`config.mk`:
```
export PLATFORM = sky130hd
export DESIGN_NAME = pool_max4_reduce
export DESIGN_NICKNAME = d
export VERILOG_FILES = /design/src/rtl/pool_max4_reduce.sv
export SDC_FILE = /design/constraint.sdc
export NUM_CORES = 1
export LEC_CHECK = 0
export BUFFER_PORTS_ARGS = -buffer_cell sky130_fd_sc_hd__buf_2
export CORE_ASPECT_RATIO = 0.7
export CORE_MARGIN = 2
export CORE_UTILIZATION = 35
export CTS_CLUSTER_DIAMETER = 40
export CTS_CLUSTER_SIZE = 25
export DETAILED_ROUTE_END_ITERATION = 10
export SETUP_SLACK_MARGIN = 0.1
export SLEW_MARGIN = 40
export SYNTH_ARGS = -nofsm -noshare
export SYNTH_HDL_FRONTEND = slang
export SYNTH_SLANG_ARGS = --single-unit
export TNS_END_PERCENT = 20
```
`constraint.sdc`:
```
create_clock -name clk -period 3.1 [get_ports clk]
set_clock_uncertainty 0.2 [all_clocks]
set_input_delay 0.31 -clock clk [delete_from_list [all_inputs] [get_ports clk]]
set_output_delay 0.31 -clock clk [all_outputs]
set_load 0.02 [all_outputs]
```
`src/rtl/pool_max4_reduce.sv`:
```
// Reduces a 2x2 pooling window to its maximum over a two-stage pipeline and
// tags each pooled output with end-of-row / end-of-frame flags.
module pool_max4_reduce #(
  parameter int DATA_WIDTH = 32,
  parameter int WIDTH      = 5,
  parameter int HEIGHT     = 5,
  parameter int NUM_FORMAT = 0   // 0: signed integer, 1: IEEE-754 single (DATA_WIDTH must be 32)
) (
  input  logic                  clk,
  input  logic                  rst,
  input  logic [DATA_WIDTH-1:0] i_data0,
  input  logic [DATA_WIDTH-1:0] i_data1,
  input  logic [DATA_WIDTH-1:0] i_data2,
  input  logic [DATA_WIDTH-1:0] i_data3,
  input  logic                  valid_in,
  output logic [DATA_WIDTH-1:0] o_data,
  output logic                  valid_out,
  output logic                  o_last_col,
  output logic                  o_last_frame
);

  localparam int OUT_W = (WIDTH / 2 >= 1) ? WIDTH / 2 : 1;
  localparam int OUT_H = (HEIGHT / 2 >= 1) ? HEIGHT / 2 : 1;
  localparam int CW    = (OUT_W > 1) ? $clog2(OUT_W) : 1;
  localparam int RW    = (OUT_H > 1) ? $clog2(OUT_H) : 1;
  localparam logic [CW-1:0] LAST_COL = CW'(OUT_W - 1);
  localparam logic [RW-1:0] LAST_ROW = RW'(OUT_H - 1);
  localparam int MSB = DATA_WIDTH - 1;

  // True when operand a (the lower-index one) is selected; ties favour a.
  function automatic logic a_wins(input logic [DATA_WIDTH-1:0] a,
                                  input logic [DATA_WIDTH-1:0] b);
    logic win;
    if (NUM_FORMAT == 1) begin
      // Sign-magnitude ordering: positive beats negative (so +0 beats -0),
      // and among negatives the smaller magnitude is the larger value.
      if (a[MSB] != b[MSB])
        win = ~a[MSB];
      else if (!a[MSB])
        win = (a[MSB-1:0] >= b[MSB-1:0]);
      else
        win = (a[MSB-1:0] <= b[MSB-1:0]);
    end else begin
      win = ($signed(a) >= $signed(b));
    end
    return win;
  endfunction

  function automatic logic [DATA_WIDTH-1:0] max2(input logic [DATA_WIDTH-1:0] a,
                                                 input logic [DATA_WIDTH-1:0] b);
    return a_wins(a, b) ? a : b;
  endfunction

  logic [DATA_WIDTH-1:0] m01, m23;
  logic                  v1;
  logic [CW-1:0]         col_cnt;
  logic [RW-1:0]         row_cnt;

  // Stage 1: pairwise maxima of the top and bottom tap pairs.
  // NOTE: sequential state uses non-blocking assignments so every register
  // samples pre-edge values regardless of statement order.
  always_ff @(posedge clk) begin
    if (rst) begin
      // NOTE: data registers are cleared too; it costs little here and keeps
      // o_data deterministic at 0 after reset.
      m01 <= '0;
      m23 <= '0;
      v1  <= 1'b0;
    end else begin
      v1 <= valid_in;
      if (valid_in) begin
        m01 <= max2(i_data0, i_data1);
        m23 <= max2(i_data2, i_data3);
      end
    end
  end

  // Stage 2: final maximum, position flags and the row/column counters.
  always_ff @(posedge clk) begin
    if (rst) begin
      o_data       <= '0;
      valid_out    <= 1'b0;
      o_last_col   <= 1'b0;
      o_last_frame <= 1'b0;
      col_cnt      <= '0;
      row_cnt      <= '0;
    end else begin
      valid_out    <= v1;
      o_last_col   <= v1 && (col_cnt == LAST_COL);
      o_last_frame <= v1 && (col_cnt == LAST_COL) && (row_cnt == LAST_ROW);
      if (v1) begin
        o_data <= max2(m01, m23);
        if (col_cnt == LAST_COL) begin
          col_cnt <= '0;
          row_cnt <= (row_cnt == LAST_ROW) ? '0 : row_cnt + 1'b1;
        end else begin
          col_cnt <= col_cnt + 1'b1;
        end
      end
    end
  end

endmodule

```
# Word-level counts from Yosys, hierarchy flattened
# Index checks and enable logic that the tools add are counted.
totals:
  regBits: 102
  in_bits: 131
  out_inout_bits: 35
classes:
  n_addsub: 2
  n_lt_le_gt_ge: 3
  mux: 11
  reduce_logical: 3
op_table:
  columns: ["op", "n"]
  rows:
  - ["$ge 32x32->1", 3]
  - ["$mux 32", 3]
  - ["$mux 1", 8]
  - ["$add 1x1->1 const B", 2]
  - ["$logic_and 1x1->1", 2]
  - ["$reduce_and 2->1", 1]

# Logic depth before layout (Yosys ltp)
# Gate-level depths: netlist (run 1).
logic_depth:
  depth_word: 4
  ltp_mapped: 10

# Worst setup path before layout (run 1)
# Ideal clock, no wire load.
synth_path:
  path_type: "input port to flip-flop"
  start: "in i_data3[1]"
  end: "reg m23[6]"
  setup_time_ps: 142
  t_arrival_ps: 2216
  required_ps: 2758
  slack_ps: 542
  cell_stages: 10
  n_path_buf: 1
  cell_sequence: "inv_1 ha_1 nor2b_1 o211ai_1 a21oi_1 o31a_2 o41a_2 buf_2 a31oi_1 a221oi_1"
synth_via:
  elab_chain_len: 4
synth_rtl:
  columns: ["element", "line", "rtl"]
  rows:
  - ["start, declared", "14", "input logic [DATA_WIDTH-1:0] i_data3,"]
  - ["$ge 32x32->1", "44", "win = ($signed(a) >= $signed(b));"]
  - ["$mux 1", "71", "if (valid_in) begin"]
  - ["$mux 1", "63", "if (rst) begin"]
  - ["$mux 32", "51", "return a_wins(a, b) ? a : b;"]
  - ["end signal, assigned", "73", "m23 <= max2(i_data2, i_data3);"]
  - ["end, declared", "54", "logic [DATA_WIDTH-1:0] m01, m23;"]
# Every way passes these cells. The select of a mux whose other input is x is not followed.
# A chain may end at the register's enable or synchronous reset.

# Worst setup path after layout (run 1)
layout_path:
  start: "reg m23[14]"
  end: "reg o_data[4]"
layout_via:
  elab_chain_len: 4
layout_rtl:
  columns: ["element", "line", "rtl"]
  rows:
  - ["$ge 32x32->1", "44", null]
  - ["$mux 1", "91", "if (v1) begin"]
  - ["$mux 1", "80", "if (rst) begin"]
  - ["$mux 32", "51", null]
  - ["end signal, assigned", "92", "o_data <= max2(m01, m23);"]
  - ["end, declared", "16", "output logic [DATA_WIDTH-1:0] o_data,"]
# Every way passes these cells. The select of a mux whose other input is x is not followed.

==> impl_table.tex, run 1 <==
\begin{tabular}{lr}
\hline
Metric & Value \\
\hline
\multicolumn{2}{l}{\textbf{Run status}} \\
\quad Outcome & completed \\
\multicolumn{2}{l}{\textbf{Place}} \\
\quad Gp weighted congestion & 0.846 \\
\quad Total placed instance area & 8240 sq um \\
\quad Worst setup slack before clock tree synthesis & -63.4 ps \\
\quad Final HPWL DP & 17,700 um \\
\quad Number of buffers inserted by port buffering & 165 \\
\quad Dpl cells & 1,288 \\
\multicolumn{2}{l}{\textbf{Logic synthesis}} \\
\quad Largest cells by area after synthesis & dfxtp\_1, ha\_1, a31oi\_1 \\
\quad Average cell area after synthesis & 7.91 sq um \\
\quad Number of cells produced by synthesis & 886 \\
\quad Unique masters post-synth & 42 \\
\quad Number of enable-type register cells in the synthesized netlist & 0 \\
\quad Seq/Total Area, Yosys & 0.291 \\
\quad Flops \& latches, synth & 102 \\
\quad Post-synth top flop & dfxtp\_1 \\
\quad Post-synth top area share & 0.291 \\
\quad Proportion of register bits with asynchronous set or reset after synthesis & 0 \\
\quad Mapped Nets & 1,113 \\
\quad Cell taking the most area after synthesis & dfxtp\_1 \\
\quad Post-Synthesis Cell Area & 7010 sq um \\
\quad Synth top cells by count & dfxtp\_1, inv\_1, a31oi\_1 \\
\quad Synthesis Warnings & 0 \\
\multicolumn{2}{l}{\textbf{Timing}} \\
\quad Finish-stage setup viols & 0 \\
\quad Final worst slack & 207 ps \\
\quad Tmin final & 2890 ps \\
\quad Transition at the pin with the smallest max-transition slack & 749 ps \\
\quad Period Utilization, post-route & 0.933 \\
\quad Sum Neg Setup Slack & 0 ps \\
\quad RSZ-0062 raised after global routing & no \\
\quad Slew margin rel. & 0.500 \\
\quad Worst Hold Margin & 31.6 ps \\
\quad Fmax & 346 MHz \\
\quad Final Hold Vio Count & 0 \\
\quad Final Slew Violations & 0 \\
\multicolumn{2}{l}{\textbf{Critical path}} \\
\quad Arrival @ worst endpoint & 2960 ps \\
\quad Nature of the critical path endpoint & flip-flop \\
\quad End point of the critical path & o\_data[4] \\
\quad Largest stage delay, worst path & 360 ps \\
\quad Source of the worst register-to-register timing path & m23[14] \\
\quad Total buffers and inverters traversed by the critical path & 5 \\
\quad Crit path kind & flip-flop to flip-flop \\
\quad Cell-by-cell trace of the critical path & inv\_1 -> ha\_1 -> nand4\_1 -> inv\_1 -> a221o\_1 -> o31a\_1 -> buf\_4 -> o21ai\_4 -> buf\_12 -> buf\_8 -> nand3\_1 -> a211oi\_2 \\
\quad Crit-path leading delay family & compound AO/OA/AOI/OAI gates \\
\quad Slowest stage cell, crit path & o31a\_1 \\
\quad Most used cell along the critical path & inv\_1 \\
\quad Critical path data required time & 3170 ps \\
\quad Critical Path Fanout Max & 8 \\
\quad Number of cells traversed by the worst register-to-register path & 12 \\
\quad Worst reg-to-reg setup slack & 210 ps \\
\quad Critical path startpoint & m23[14] \\
\quad Crit start category & flip-flop \\
\quad WP depth & 12 \\
\quad Reg-to-Reg End & o\_data[4] \\
\multicolumn{2}{l}{\textbf{Finish}} \\
\quad Layout-stage area growth over the synthesis result & 24.8\% \\
\quad Proportion of layout cells with a drive suffix above 1 & 0.241 \\
\quad Post-layout utilization of the core & 0.443 \\
\quad Layout fillers & 2,057 \\
\quad Post-route non-filler standard cell count & 1,309 \\
\quad Net count reported at finish & 1,261 \\
\quad Number of inserted diodes & 0 \\
\quad Cell area after layout & 8750 sq um \\
\multicolumn{2}{l}{\textbf{Clocking}} \\
\quad Insertion delay to the later sink of the worst-skew pair & 350 ps \\
\quad Clock Sink Count & 102 \\
\quad TritonCTS clock tree & built \\
\quad Buffer cell driving the clock tree root & clkbuf\_16 \\
\quad Largest buffer count on any clock path & 2 \\
\quad CTS H-Tree Depth & 3 \\
\quad Post-CTS Hold Buffers & 0 \\
\quad Clock-pin slew on the worst setup and hold paths & 80 ps \\
\quad CTS buffer count & 9 \\
\multicolumn{2}{l}{\textbf{Global route}} \\
\quad Total grt overflow & 0 \\
\quad Largest net degree at the start of global routing & 97 \\
\quad Antenna violations before repair & 0 \\
\quad Met2 global-route usage & 0.350 \\
\quad Number of global-route vias before repair & 7,028 \\
\quad Global-route wire length before repair & 36,700 um \\
\quad Met3 Track Usage GR & 0.0362 \\
\quad Met1 Resource Use GR & 0.305 \\
\quad Highest-utilization routing layer at the global route stage & met2 \\
\quad Overall fraction of global-route tracks in use & 0.216 \\
\multicolumn{2}{l}{\textbf{Floorplan}} \\
\quad Effective utilization at floorplan & 0.355 \\
\quad Total die area & 21,200 sq um \\
\quad Die extent in x & 173 um \\
\quad Placeable Area & 19,700 sq um \\
\quad Number of cell rows & 43 \\
\quad Ports placed on the boundary & 166 \\
\quad Die height & 122 um \\
\multicolumn{2}{l}{\textbf{Flow run}} \\
\quad Max\_cap viols & 0 \\
\multicolumn{2}{l}{\textbf{Min path}} \\
\quad Hold Crit Class & primary input to flip-flop \\
\quad Worst Hold Launch & i\_data0[26] \\
\multicolumn{2}{l}{\textbf{Detailed routing}} \\
\quad DR WL/cell & 18.0 um \\
\quad Via count of the routed design & 7,388 \\
\quad Iter 0 DRT Violations & 549 \\
\quad Total wire length after detailed routing & 23,500 um \\
\quad Detailed-routing iteration count for the pre-antenna-repair pass & 5 \\
\quad Detailed-route DRC error count & 0 \\
\quad Vias per std cell & 5.64 \\
\quad DRT antenna net count & 0 \\
\multicolumn{2}{l}{\textbf{Power and ir drop}} \\
\quad Peak ir drop on the vdd network & 0.273 mV \\
\quad Power density over the cells & 464 nW/um\^{}2 \\
\quad Overall power after layout & 4.06 mW \\
\quad Static leakage & 4.01 nW \\
\hline
\end{tabular}
## routing by layer
metal | vias up | wire length [um]
li1 | 3622 | -
met1 | 3498 | 11500
met2 | 244 | 10300
met3 | 24 | 1390
met4 | 0 | 297
met5 | - | 0
## cell families (layout without fill, tap and decap cells)
| kind of cell | after synthesis | count (layout) | synth area share |
|---|---|---|---|
| AOI/OAI and AO/OA | 305 | 305 | 0.296 |
| xor gates and xnor gates | 2 | 2 | 0.00250 |
| adders and majority gates | 96 | 96 | 0.171 |
| buffers and inverters | 171 | 324 | 0.0976 |
| DFF | 102 | 102 | 0.291 |
| and+or+nand+nor | 210 | 210 | 0.141 |
## cells in the final DEF, fill, tap and decap left out, types with 4 or more instances in the layout
master,netlist,final
a21oi_1,34,33
and4_1,7,7
inv_1,102,101
a211oi_1,65,51
nor3_1,5,5
nand2_1,23,23
buf_12,0,6
nand4_1,15,15
ha_1,96,95
nor2_1,73,73
buf_4,3,29
o21ai_0,37,36
dfxtp_1,102,102
a31oi_1,97,96
a211oi_2,0,14
nand3_1,76,76
o21ai_1,5,4
clkbuf_16,0,10
a21o_1,11,11
a221oi_1,35,34
buf_2,25,165
## cell type report
type / count / area [sq um] / area share
Inverter: 103 / 387 / 0.0442
Clock inverter: 6 / 70.1 / 0.00801
Sequential cell: 102 / 2040 / 0.233
Timing Repair Buffer: 205 / 1240 / 0.141
Clock buffer: 10 / 229 / 0.0262
Tap cell: 270 / 338 / 0.0386
Multi-Input combinational cell: 613 / 4450 / 0.508
## worst min path at each step
stage	end	slack, ps	cells past startpoint
2_1_floorplan	o_data[0]	250	2
3_3_place_gp	o_data[0]	270	2
3_5_place_dp	o_data[0]	260	2
4_1_cts	m01[5]	20	3
5_1_grt	m01[25]	30	3
6_report	m01[26]	30	3
## state kept, by name, indices dropped and copies added, names as in the netlist
register	flops
row_cnt	1
valid_out	1
m01	32
o_last_frame	1
col_cnt	1
o_data	32
m23	32
v1	1
o_last_col	1
## worst reg2reg max path: cells and delay by family (launching register included)
family	cells	cell delay, ps
compound gates	4	1110
buf+inv	5	560
simple gates	2	310
flops	1	330
fa+ha+maj	1	300
## where the power goes
part / internal, mW / total (mW) / switching, mW
registers: 1.42 / 1.50 / 0.0803
clock network: 0.635 / 1.17 / 0.537
logic: 0.545 / 1.38 / 0.838
## what timing repair did
action	in CTS	in global routing
setup buffers	0	3
setup endpoints to repair	1	32
pin swaps	0	5
gates cloned	0	2
resized for setup	1	27
Note: power is estimated with default switching activity, not from simulation.
==> inputs of run 2 (changes only) <==
--- a/config.mk
+++ b/config.mk
@@ -7,11 +7,12 @@
 export LEC_CHECK = 0
 export BUFFER_PORTS_ARGS = -buffer_cell sky130_fd_sc_hd__buf_2
 export CORE_ASPECT_RATIO = 0.7
-export CORE_MARGIN = 2
 export CORE_UTILIZATION = 35
+export CTS_BUF_LIST = sky130_fd_sc_hd__clkbuf_4 sky130_fd_sc_hd__clkbuf_8
 export CTS_CLUSTER_DIAMETER = 40
 export CTS_CLUSTER_SIZE = 25
 export DETAILED_ROUTE_END_ITERATION = 10
+export PLACE_DENSITY = 0.66
 export SETUP_SLACK_MARGIN = 0.1
 export SLEW_MARGIN = 40
 export SYNTH_ARGS = -nofsm -noshare
==> impl_table.tex, run 2 (synthesized netlist as in run 1, its figures left out) <==
\begin{tabular}{lr}
\hline
Metric & Value \\
\hline
\multicolumn{2}{l}{\textbf{Power and ir drop}} \\
\quad Switching power share of the total & 0.357 (-0.00158) \\
\quad Reg power frac & 0.387 (+0.017) \\
\quad Net switching power of the design & 1.39 mW (-4.4\%) \\
\quad Static leakage & 4.06 nW (+1.3\%) \\
\quad Peak ir drop on the vdd network & 0.202 mV (-26\%) \\
\quad Power density over the cells & 440 nW/um\^{}2 (-5.2\%) \\
\quad Combinational fraction of design power & 0.343 (+0.002) \\
\quad Fraction of power consumed by the clock network & 0.271 (-0.018) \\
\quad Internal Pwr Total & 2.50 mW (-3.8\%) \\
\multicolumn{2}{l}{\textbf{Clocking}} \\
\quad TritonCTS clock tree & built \\
\quad CTS buffer count & 9 (unchanged) \\
\quad Buffer cell driving the clock tree root & clkbuf\_8 \\
\quad Clock-pin slew on the worst setup and hold paths & 110 ps (+30 ps) \\
\quad Clock Sink Count & 102 (unchanged) \\
\quad Largest buffer count on any clock path & 2 (unchanged) \\
\quad Insertion delay to the later sink of the worst-skew pair & 390 ps (+40 ps) \\
\quad CTS H-Tree Depth & 3 (unchanged) \\
\multicolumn{2}{l}{\textbf{Detailed routing}} \\
\quad Via count of the routed design & 7,473 (+1.2\%) \\
\quad DR WL/cell & 17.3 um (-3.9\%) \\
\quad Total wire length after detailed routing & 23,000 um (-2.2\%) \\
\quad Detailed-route DRC error count & 0 (unchanged) \\
\quad Vias per std cell & 5.61 (-0.67\%) \\
\quad DRT antenna net count & 0 (unchanged) \\
\quad Iter 0 DRT Violations & 521 (-5.1\%) \\
\quad Detailed-routing iteration count for the pre-antenna-repair pass & 6 (+1) \\
\multicolumn{2}{l}{\textbf{Critical path}} \\
\quad Critical Path Fanout Max & 16 (+8) \\
\quad Crit start category & primary input \\
\quad Critical path data required time & 3140 ps (-30 ps) \\
\quad Arrival @ worst endpoint & 2980 ps (+20 ps) \\
\quad Crit path kind & primary input to flip-flop \\
\quad Nature of the critical path endpoint & flip-flop \\
\multicolumn{2}{l}{\textbf{Timing}} \\
\quad Slew margin rel. & 0.485 (-0.0156) \\
\quad Tmin final & 2940 ps (+47.7 ps) \\
\quad RSZ-0062 raised after global routing & yes \\
\quad Final worst slack & 159 ps (-47.7 ps) \\
\quad Worst Hold Margin & 1.76 ps (-29.8 ps) \\
\quad Final Hold Vio Count & 0 (unchanged) \\
\quad Fmax & 340 MHz (-1.6\%) \\
\quad Final Slew Violations & 0 (unchanged) \\
\quad Finish-stage setup viols & 0 (unchanged) \\
\quad Period Utilization, post-route & 0.949 (+0.0154) \\
\quad Transition at the pin with the smallest max-transition slack & 773 ps (+23.4 ps) \\
\quad Sum Neg Setup Slack & 0 ps (unchanged) \\
\multicolumn{2}{l}{\textbf{Floorplan}} \\
\quad Placeable Area & 19,200 sq um (-2.6\%) \\
\quad Ports placed on the boundary & 166 (unchanged) \\
\quad Number of cell rows & 42 (-2.3\%) \\
\quad Die extent in x & 171 um (-1.2\%) \\
\quad Effective utilization at floorplan & 0.365 (+0.00945) \\
\quad Die height & 120 um (-1.6\%) \\
\quad Total die area & 20,600 sq um (-2.8\%) \\
\multicolumn{2}{l}{\textbf{Place}} \\
\quad Final HPWL DP & 17,700 um (about the same) \\
\quad Worst setup slack before clock tree synthesis & 113 ps (+176 ps) \\
\quad Dpl cells & 1,288 (unchanged) \\
\quad Number of buffers inserted by port buffering & 165 (unchanged) \\
\quad Gp weighted congestion & 0.868 (+2.6\%) \\
\multicolumn{2}{l}{\textbf{Global route}} \\
\quad Antenna violations before repair & 2 (+2) \\
\quad Largest net degree at the start of global routing & 58 (-40\%) \\
\quad Overall fraction of global-route tracks in use & 0.218 (+0.00215) \\
\quad Number of global-route vias before repair & 6,905 (-1.8\%) \\
\quad Global-route wire length before repair & 35,500 um (-3.3\%) \\
\quad Total grt overflow & 0 (unchanged) \\
\multicolumn{2}{l}{\textbf{Flow run}} \\
\quad Max\_cap viols & 0 (unchanged) \\
\multicolumn{2}{l}{\textbf{Run status}} \\
\quad Outcome & completed \\
\multicolumn{2}{l}{\textbf{Finish}} \\
\quad Net count reported at finish & 1,289 (+2.2\%) \\
\quad Commonest cells after routing, fill and taps aside & buf\_2, dfxtp\_1, inv\_1 \\
\quad Layout-stage area growth over the synthesis result & 26.3\% \\
\quad Post-route non-filler standard cell count & 1,333 (+1.8\%) \\
\quad Proportion of layout cells with a drive suffix above 1 & 0.234 (-0.00631) \\
\quad Leading registers by flop count & m01 (32), m23 (32), o\_data (32) \\
\quad Post-layout utilization of the core & 0.461 (+0.0174) \\
\quad Most frequent standard cell in the layout excluding fill and tap cells & buf\_2 \\
\multicolumn{2}{l}{\textbf{Min path}} \\
\quad Hold Crit Class & primary input to flip-flop \\
\hline
\end{tabular}
run 2: changes by cell type in the layout (fill, tap and decap cells not counted), moves of 3 or more:
cell and change:
buf_4 +9, buf_12 -4, clkbuf_16 -10, clkbuf_8 +9
a211oi_1 +11, dlygate4sd3_1 +23, a31oi_1 -3, a211oi_2 -11
run 2: worst paths after layout:
path,cells after the start,slack (ps),endpoint,from
setup / recovery,11,160,m01[18],i_data0[20]
hold / removal,3,2,m01[28],i_data0[28]
setup reg to reg,10,210,o_data[26],m23[27]
hold reg to reg,2,280,o_data[0],m01[0]
run 2: power by group through the flow:
stage          Sequential [mW]  Combinational [mW]  Clock (mW)
2_1_floorplan             1.54               0.786           0
3_3_place_gp              1.54                1.23           0
5_1_grt                   1.52                1.48        1.12
4_1_cts                   1.51                1.28        1.08
3_5_place_dp              1.54                1.25           0
6_report                  1.51                1.33        1.05
run 2: cell type report:
class | instances | area (sq um)
inverters | 103 | 387
repair buffers | 233 | 1440
flip-flops and latches | 102 | 2040
diodes | 2 | 5.00
clock inverters | 6 | 116
clock buffers | 10 | 131
well taps | 264 | 330
fillers | 2006 | 10400
multi-input cells | 613 | 4410
run 2: routing by layer:
metal / GRT usage / wire (um) / vias to the layer above
met1: 0.311 / 10900 / 3511
li1: - / - / 3663
met5: 0 / 0 / -
met2: 0.346 / 10200 / 285
met4: 0.0285 / 132 / 0
met3: 0.0429 / 1730 / 14
run 2: critical path, stage by stage:
cell           delay, ps
dlygate4sd3_1        530
buf_2                130
ha_1                 280
and4_1               160
a221o_1              360
a2111oi_4            400
buf_4                200
a31oi_4              130
buf_8                190
a31oi_1              200
a211oi_2             100
run 2: per-stage QoR:
step                total power, mW  cell area [sq um]
floorplan                      2.33               7010
global placement               2.76               8240
detailed placement             2.78               8240
CTS                            3.86               8710
global route                   4.12               8850
finish                         3.89               8860
run 2: timing repair:
item	4_1_cts	5_1_grt
hold buffers	23	0
setup endpoints to repair	0	64
gates resized for setup	0	26
hold endpoints to repair	23	0
setup buffers	0	2
